`src/rtl/uart_pkg.sv`:
```
// uart_pkg -- definitions shared by the UART receiver and transmitter.
//
// Contents:
//   UART_CLKS_PER_BIT   default i_clk cycles per serial bit
//   UART_NUM_DATA_BITS  default data bits per frame (5..8)
//   UART_CNT_W          width of the per-bit clock counter
//   UART_BIT_IDX_W      width of the data-bit index (enough for 8 bits)
//   uart_state_e        receiver state encodings
package uart_pkg;

    localparam int UART_CLKS_PER_BIT  = 217;
    localparam int UART_NUM_DATA_BITS = 8;
    localparam int UART_CNT_W         = 16;
    localparam int UART_BIT_IDX_W     = 3;

    typedef enum logic [2:0] {
        IDLE       = 3'd0,
        START_BIT  = 3'd1,
        DATA_BITS  = 3'd2,
        PARITY_BIT = 3'd3,
        STOP_BIT   = 3'd4,
        CLEANUP    = 3'd5
    } uart_state_e;

endpackage

```
`src/rtl/sync_2ff.sv`:
```
// sync_2ff -- two-flop synchronizer for a single asynchronous input bit.
//
// Parameters:
//   RESET_VAL  value both flops take while i_reset is high
// Ports:
//   i_clk    destination clock
//   i_reset  asynchronous, active-high reset
//   i_d      asynchronous input
//   o_q      synchronized output (two i_clk cycles of latency)
module sync_2ff #(
    parameter logic RESET_VAL = 1'b1
) (
    input  logic i_clk,
    input  logic i_reset,
    input  logic i_d,
    output logic o_q
);

    logic meta_q;
    logic sync_q;

    always_ff @(posedge i_clk or posedge i_reset) begin
        if (i_reset) begin
            meta_q <= RESET_VAL;
            sync_q <= RESET_VAL;
        end else begin
            meta_q <= i_d;
            sync_q <= meta_q;
        end
    end

    assign o_q = sync_q;

endmodule

```
`src/rtl/uart_rx.sv`:
```
// uart_rx -- UART receiver: 1 start bit, NUM_DATA_BITS data bits (LSB first),
// optional even parity bit, 1 stop bit.
//
// Build option: define UART_RX_PARITY_EN to expect an even-parity bit after
// the data bits and report mismatches on o_parityError. Without it there is
// no parity state or logic and o_parityError is tied low.
//
// Parameters:
//   CLKS_PER_BIT   i_clk cycles per serial bit (<= 65535)
//   NUM_DATA_BITS  data bits per frame (5..8)
// Ports:
//   i_clk           system clock (rising edge)
//   i_reset         asynchronous, active-high reset
//   i_rx            asynchronous serial input, idle high
//   o_rxByte        last received data word; changes only on the strobe cycle
//   o_rxDoneStrobe  one-cycle pulse per completed frame (errors included)
//   o_rxActive      high from start-bit detect until back in IDLE
//   o_frameError    stop bit was low in the last frame
//   o_parityError   parity mismatch in the last frame
module uart_rx
    import uart_pkg::*;
#(
    parameter int CLKS_PER_BIT  = UART_CLKS_PER_BIT,
    parameter int NUM_DATA_BITS = UART_NUM_DATA_BITS
) (
    input  logic                     i_clk,
    input  logic                     i_reset,
    input  logic                     i_rx,
    output logic [NUM_DATA_BITS-1:0] o_rxByte,
    output logic                     o_rxDoneStrobe,
    output logic                     o_rxActive,
    output logic                     o_frameError,
    output logic                     o_parityError
);

    // The start bit is checked half a bit in; every later sample is a full
    // bit after the previous one, so all samples land mid-bit.
    localparam logic [UART_CNT_W-1:0]     HALF_BIT = UART_CNT_W'((CLKS_PER_BIT - 1) / 2);
    localparam logic [UART_CNT_W-1:0]     FULL_BIT = UART_CNT_W'(CLKS_PER_BIT - 1);
    localparam logic [UART_BIT_IDX_W-1:0] LAST_BIT = UART_BIT_IDX_W'(NUM_DATA_BITS - 1);

    logic rx_sync;

    sync_2ff #(
        .RESET_VAL (1'b1)
    ) u_sync (
        .i_clk   (i_clk),
        .i_reset (i_reset),
        .i_d     (i_rx),
        .o_q     (rx_sync)
    );

    uart_state_e               state_q,   state_d;
    logic [UART_CNT_W-1:0]     count_q,   count_d;
    logic [UART_BIT_IDX_W-1:0] bit_idx_q, bit_idx_d;
    logic [NUM_DATA_BITS-1:0]  shift_q,   shift_d;
    logic [NUM_DATA_BITS-1:0]  byte_q,    byte_d;
    logic                      strobe_q,  strobe_d;
    logic                      active_q,  active_d;
    logic                      frame_err_q, frame_err_d;
`ifdef UART_RX_PARITY_EN
    logic                      parity_bit_q, parity_bit_d;
    logic                      parity_err_q, parity_err_d;
`endif

    always_ff @(posedge i_clk or posedge i_reset) begin
        if (i_reset) begin
            state_q      <= IDLE;
            count_q      <= '0;
            bit_idx_q    <= '0;
            shift_q      <= '0;
            byte_q       <= '0;
            strobe_q     <= 1'b0;
            active_q     <= 1'b0;
            frame_err_q  <= 1'b0;
`ifdef UART_RX_PARITY_EN
            parity_bit_q <= 1'b0;
            parity_err_q <= 1'b0;
`endif
        end else begin
            state_q      <= state_d;
            count_q      <= count_d;
            bit_idx_q    <= bit_idx_d;
            shift_q      <= shift_d;
            byte_q       <= byte_d;
            strobe_q     <= strobe_d;
            active_q     <= active_d;
            frame_err_q  <= frame_err_d;
`ifdef UART_RX_PARITY_EN
            parity_bit_q <= parity_bit_d;
            parity_err_q <= parity_err_d;
`endif
        end
    end

    always_comb begin
        state_d      = state_q;
        count_d      = count_q;
        bit_idx_d    = bit_idx_q;
        shift_d      = shift_q;
        byte_d       = byte_q;
        strobe_d     = 1'b0;
        active_d     = active_q;
        frame_err_d  = frame_err_q;
`ifdef UART_RX_PARITY_EN
        parity_bit_d = parity_bit_q;
        parity_err_d = parity_err_q;
`endif

        case (state_q)
            IDLE: begin
                if (!rx_sync) begin
                    state_d  = START_BIT;
                    count_d  = '0;
                    active_d = 1'b1;
                end
            end

            START_BIT: begin
                if (count_q == HALF_BIT) begin
                    count_d = '0;
                    if (!rx_sync) begin
                        state_d   = DATA_BITS;
                        bit_idx_d = '0;
                    end else begin
                        // Line went back high before mid-start: a glitch.
                        state_d  = IDLE;
                        active_d = 1'b0;
                    end
                end else begin
                    count_d = count_q + 1'b1;
                end
            end

            DATA_BITS: begin
                if (count_q == FULL_BIT) begin
                    count_d = '0;
                    shift_d[bit_idx_q] = rx_sync;
                    if (bit_idx_q == LAST_BIT) begin
                        bit_idx_d = '0;
`ifdef UART_RX_PARITY_EN
                        state_d   = PARITY_BIT;
`else
                        state_d   = STOP_BIT;
`endif
                    end else begin
                        bit_idx_d = bit_idx_q + 1'b1;
                    end
                end else begin
                    count_d = count_q + 1'b1;
                end
            end

`ifdef UART_RX_PARITY_EN
            PARITY_BIT: begin
                if (count_q == FULL_BIT) begin
                    count_d      = '0;
                    parity_bit_d = rx_sync;
                    state_d      = STOP_BIT;
                end else begin
                    count_d = count_q + 1'b1;
                end
            end
`endif

            STOP_BIT: begin
                if (count_q == FULL_BIT) begin
                    count_d     = '0;
                    byte_d      = shift_q;
                    frame_err_d = ~rx_sync;
`ifdef UART_RX_PARITY_EN
                    // Even parity: data bits plus parity bit must XOR to 0.
                    parity_err_d = (^shift_q) ^ parity_bit_q;
`endif
                    strobe_d    = 1'b1;
                    state_d     = CLEANUP;
                end else begin
                    count_d = count_q + 1'b1;
                end
            end

            CLEANUP: begin
                // A low stop bit or a break keeps us here, so the tail of a
                // bad frame is never mistaken for a new start bit.
                if (rx_sync) begin
                    state_d  = IDLE;
                    active_d = 1'b0;
                end
            end

            default: begin
                state_d  = IDLE;
                active_d = 1'b0;
            end
        endcase
    end

    assign o_rxByte       = byte_q;
    assign o_rxDoneStrobe = strobe_q;
    assign o_rxActive     = active_q;
    assign o_frameError   = frame_err_q;
`ifdef UART_RX_PARITY_EN
    assign o_parityError  = parity_err_q;
`else
    assign o_parityError  = 1'b0;
`endif

endmodule

```
`config.mk`:
```
export PLATFORM = sky130hd
export DESIGN_NAME = uart_rx
export DESIGN_NICKNAME = d
export VERILOG_FILES = /design/src/rtl/uart_pkg.sv /design/src/rtl/sync_2ff.sv /design/src/rtl/uart_rx.sv
export SDC_FILE = /design/constraint.sdc
export NUM_CORES = 1
export LEC_CHECK = 0
export BUFFER_PORTS_ARGS = -buffer_cell sky130_fd_sc_hd__buf_2
export CORE_MARGIN = 4
export CORE_UTILIZATION = 55
export CTS_BUF_LIST = sky130_fd_sc_hd__clkbuf_16
export CTS_CLUSTER_SIZE = 30
export DETAILED_ROUTE_END_ITERATION = 16
export PLACE_DENSITY = 0.73
export SYNTH_ARGS = -nofsm -noshare
export SYNTH_HDL_FRONTEND = slang
export SYNTH_SLANG_ARGS = --single-unit
```
`constraint.sdc`:
```
create_clock -name i_clk -period 2.94 [get_ports i_clk]
set_input_delay 0 -clock i_clk [delete_from_list [all_inputs] [get_ports i_clk]]
set_output_delay 0 -clock i_clk [all_outputs]
set_load 0.005 [all_outputs]
```
# --- Word level (Yosys, flattened, before mapping) ---
# Cells that the tools add are included.
# W data, S select, Z words.
op_classes:
  addsub: 2
  n_lt_le_gt_ge: 2
  eq_ne: 14
  mux: 26
  bitwise: 2
  n_reduce_logical: 11
op_table:
  columns: ["operator", "count"]
  rows:
  - ["$mux W16", 3]
  - ["$pmux W16 S3", 1]
  - ["$mux W3", 10]
  - ["$add A16 B1 Y16 const B", 1]
  - ["$eq A16 B7 Y1 const B", 1]
  - ["$eq A16 B8 Y1 const B", 1]
  - ["$pmux W3 S5", 1]
  - ["$ne A2 B2 Y1 const B", 6]
  - ["$eq A3 B3 Y1 const B", 3]
  - ["$bwmux W8", 1]
  - ["$mux W1", 6]
  - ["$pmux W3 S2", 1]
  - ["$reduce_and A2 Y1", 3]
  - ["$reduce_and A6 Y1", 1]
  - ["$lt A3 B4 Y1 const B", 1]
  - ["$pmux W1 S4", 1]
  - ["$reduce_and A4 Y1", 1]
  - ["$add A3 B1 Y3 const B", 1]
  - ["$demux W1 S3", 1]
  - ["$eq A3 B1 Y1 const B", 1]
  - ["$eq A3 B2 Y1 const B", 1]
  - ["$ge A3 B1 Y1 const B", 1]
  - ["$logic_not A3 Y1", 1]
  - ["$reduce_and A3 Y1", 1]
  - ["other kinds (7)", 8]
totals:
  register_bits: 43
  in_bits: 3
  out_inout_bits: 12
  wordCells: 67

# --- Longest topological paths before layout ---
logic_depth:
  ltp_word: 5
  ltp_mapped: 9
  ltp_nobuf: 7

# --- Cells and area by module ---
# Synthesis repeated with hierarchy kept, for this count alone.
hier_totals:
  hier_cells: 224
  area_unflattened_um2: 2289.7
modules_own_cells:
  columns: ["module", "n_inst", "cells_per_inst", "area_each_um2", "seq_area_each_um2"]
  rows:
  - ["uart_rx", 1, 221, 2233.4, 1026.0]
  - ["sync_2ff", 1, 3, 56.3, 52.6]

# --- Least setup slack after synthesis ---
# OpenSTA, ideal clock, no wires.
synth_timing:
  path_type: "register -> register"
  from: "reg count_q[14]"
  to: "reg state_q[0]"
  setup_ns: 0.125
  t_arrival_ns: 2.159
  slack_ns: 0.656
  stages_incl_launch_ff: 6
  path_buffers: 0
  synth_period_minus_slack_ns: 2.284
  cell_sequence: "dfrtp_1 > or4_1 > nor4_4 > o32ai_1 > or3_4 > mux2_4"
synth_between:
  elab_chain_cells: 3
synth_rtl:
  columns: ["element", "line", "text"]
  rows:
  - ["start: declaration", "uart_rx.sv:54", "logic [UART_CNT_W-1:0] count_q, count_d;"]
  - ["start signal: assignment", "uart_rx.sv:82", "count_q <= count_d;"]
  - ["$eq A16 B8 Y1 or $eq A16 B7 Y1 (tied branches)", "uart_rx.sv:136, uart_rx.sv:167, uart_rx.sv:120", null]
  - ["$ne A2 B2 Y1 (no line)", null, null]
  - ["$reduce_and A6 Y1 (no line) (*)", null, null]
  - ["end signal: assignment", "uart_rx.sv:81", "state_q <= state_d;"]
  - ["end: declaration", "uart_rx.sv:53", "uart_state_e state_q, state_d;"]
# Every way passes the cells marked *; elsewhere a longest branch is shown, timed or not.
# A chain may end at the register's enable or synchronous reset.

# --- Worst setup path after layout ---
# Ends and elaborated chain as after synthesis.

==> results.md <==
* Status: finished with violations
* Violated checks: negative hold slack
* Worst Max-Slew Pin Slew at 1072 ps
* Required time of the critical path at 3110 ps
* HP Class: input port to asynchronous set/reset pin
* CP top delay family: simple AND/OR/NAND/NOR gates
* Multi-input logic area at 992.2 µm²
* WL final at 4234 µm
* Highest Clock Rate at 0.3909 GHz
* Port Buffers at 13
* CTS tree: yes
* P&R area growth vs syn at 12.64%
* CTS Buf Count at 5
* Post-Synth Adder-Cell Area at 2.320%
* Initial antenna violation count at 0
* Mux cell area share after synthesis at 10.56%
* Crit path cell chain: or4_1, nor4_1, o32ai_2, or3_4, mux2_4
* Pre-antenna DRT Iters at 5
* Yosys top cell area share at 47.56%
* CTS root buffer: clkbuf_16
* Syn Area/Cell at 10.08 µm²
* Starting Density at 58.05%
* Final setup viols at 0
* RSZ-0062 raised after global routing: no
* Pwr/cell area at 504.7 nW/µm²
* CTS clk-pin slew, worst paths at 60 ps
* CP Buf/Inv Count at 0
* Crit-path max FO at 4
* Final ANT Viol Nets at 0
* Die area at 4988 µm²
* N_diodes at 0
* Post-place setup slack at 413.4 ps
* Most frequent cells in the layout: 41 x dfrtp_1, 18 x mux2_2, 17 x o21ai_0
* Global route overflow at 0
* Critical Path Sink Type: flop
* DR WL/cell at 15.45 µm
* Yosys warning count at 0
* Fillers at 294
* #FFs+latches synth at 43
* Floorplan core area at 3716 µm²
* CTS H-tree depth at 2
* Final hold vios at 27
* Post-Syn Instances at 214
* Post-synthesis cell area at 2157 µm²
* Remaining DRCs at 0
* Global-route wire length before repair at 7155 µm
* Most common cell after layout, fill and taps aside: dfrtp_1
* I/O pins at 15
* Layout cells sized above 1 at 20.80%
* Clock Sink Count at 43
* Distinct cells, synth at 40
* Nets at 232
* Vias in the first global route at 1597
* Simple-Gate Fraction of Synth Area at 20.71%
* Final setup margin at 381.9 ps
* Largest net degree at the start of global routing at 31
* Max Slew Vio Count at 0
* Chip width at 70.63 µm
* Syn_nets at 221
* XOR/XNOR Fraction of Synth Area at 0.8121%
* Max-cap viol count at 0
* Rows at 22
* DRT iter0 DRCs at 153
* Top post-synthesis cells by area: dfrtp_1 48%, mux2_2 9.4%, o21ai_0 3.9%, a21oi_1 2.8%, nand3_1 2.8%
* Critical path's slowest cell: or4_1
* Post-CTS Resized at 0
* Leakage power at 1.133 nW
* CP Launch Type: flop
* Clock latency on the worst-skew pair at 280 ps
* Main combinational cell family by area after synthesis: simple AND/OR/NAND/NOR gates
* Mean number of vias per cell at 5.964
* Half-perimeter wire length after placement at 2970 µm
* Period utilization at 87.01%
* Total GRT Usage at 18.05%
* Asr flop ratio synth at 100.0%
* Setup TNS at 0 ps
* Fin Hold WS at -27.58 ps
* CTS max path bufs at 2
* R2r setup slk at 380 ps
* Max-slew headroom at 28.44%
* R2R Path End: state_q[0]$_DFFE_PP0P_
* Vias at 1634
* Worst vdd ir at 0.2286 mV
* Worst R2R Path Depth at 5
* Reg2reg start: count_q[14]$_DFFE_PP0P_
* GP Congestion at 0.8672
* Reg area at 1079 µm²
* Main flop type after synthesis: dfrtp_1
* WP data arrival at 2720 ps
* Die Ht at 70.63 µm
* Post-synthesis compound-gate area fraction at 11.08%
* Setup CP Type: flop to flop
* Yosys top cell by area: dfrtp_1
* Post-synth EDFFs at 0
* Min Tclk post-route at 2558 ps
* Register area share after synthesis at 50.00%
* Max stage delay on crit path at 600 ps
* Setup Skew at 6.655 ps
-- what timing repair did --
item                      in CTS  in global routing
hold endpoints to repair       1                  0
buffers inserted               0                  0
hold buffers                   1                  0
-- logic make-up (layout without fill, tap and decap cells) --
kind of cell    Yosys count  count (layout)
simple gates             79              79
buf+inv                  24              36
compound gates           41              41
mux                      20              20
other cells               1               1
xor+xnor                  2               2
flops                    43              43
fa+ha+maj                 4               4
-- state kept, by name, indices dropped and copies added (netlist names) --
signal and cells:
u_sync.meta_q 1, o_rxActive 1, state_q 3, bit_idx_q 3, o_frameError 1, count_q 16
u_sync.o_q 1, o_rxByte 8, shift_q 8, o_rxDoneStrobe 1
-- report_power, final --
| group | internal [mW] | switching, mW |
|---|---|---|
| combinational | 0.00378 | 0.0127 |
| clock | 0.396 | 0.217 |
| sequential | 0.594 | 0.00280 |
-- how the worst max path moves through the flow --
stage,from,to,slack (ps),cells after the start
final,count_q[14]$_DFFE_PP0P_,state_q[0]$_DFFE_PP0P_,380,5
after global routing,count_q[14]$_DFFE_PP0P_,state_q[0]$_DFFE_PP0P_,270,5
after CTS,count_q[14]$_DFFE_PP0P_,state_q[0]$_DFFE_PP0P_,400,5
after detailed placement,count_q[14]$_DFFE_PP0P_,state_q[0]$_DFFE_PP0P_,410,5
after global placement,count_q[14]$_DFFE_PP0P_,shift_q[2]$_DFFE_PP0P_,550,5
after floorplan,count_q[14]$_DFFE_PP0P_,state_q[0]$_DFFE_PP0P_,660,5
-- through the flow --
stage	area, µm²	cells	hold WS, ps	utilization (%)	total power, mW
after detailed placement	2256	265	113.9	60.71	0.6248
after global routing	2430	274	77.35	65.39	1.264
final	2430	274	-27.58	65.39	1.226
after CTS	2430	274	18.99	65.39	1.231
after floorplan	2157	214	4.478	-	0.6188
after global placement	2256	265	107.1	60.71	0.6239
-- layer usage --
layer	track usage, %	up-vias	part of all wire (%)
met5	0	-	0
met1	20.79	795	43
met4	6.889	0	1.2
li1	-	793	-
met3	4.261	7	4.0
met2	32.43	39	52
-- final cells by class --
type / count / share of cell area (%)
multi-input combinational: 147 / 40.83
sequential: 43 / 44.39
clock buffer: 5 / 5.149
inverter: 12 / 1.854
timing repair buffer: 16 / 3.708
clock inverter: 3 / 1.596
tap: 48 / 2.472
-- synth_stat cells, types with 3 or more instances --
library cell / count
and3_1: 4
nand3_1: 12
nand4_1: 5
buf_1: 3
ha_1: 4
a31oi_1: 5
nand3b_1: 3
nor2b_1: 3
nor3_1: 5
a21oi_1: 12
nand2_1: 16
nor2_1: 13
dfrtp_1: 41
clkbuf_1: 8
nor4_1: 3
o21ai_0: 17
mux2_2: 18
inv_1: 12
nand4b_1: 3
(Power assumes the default switching activity.)
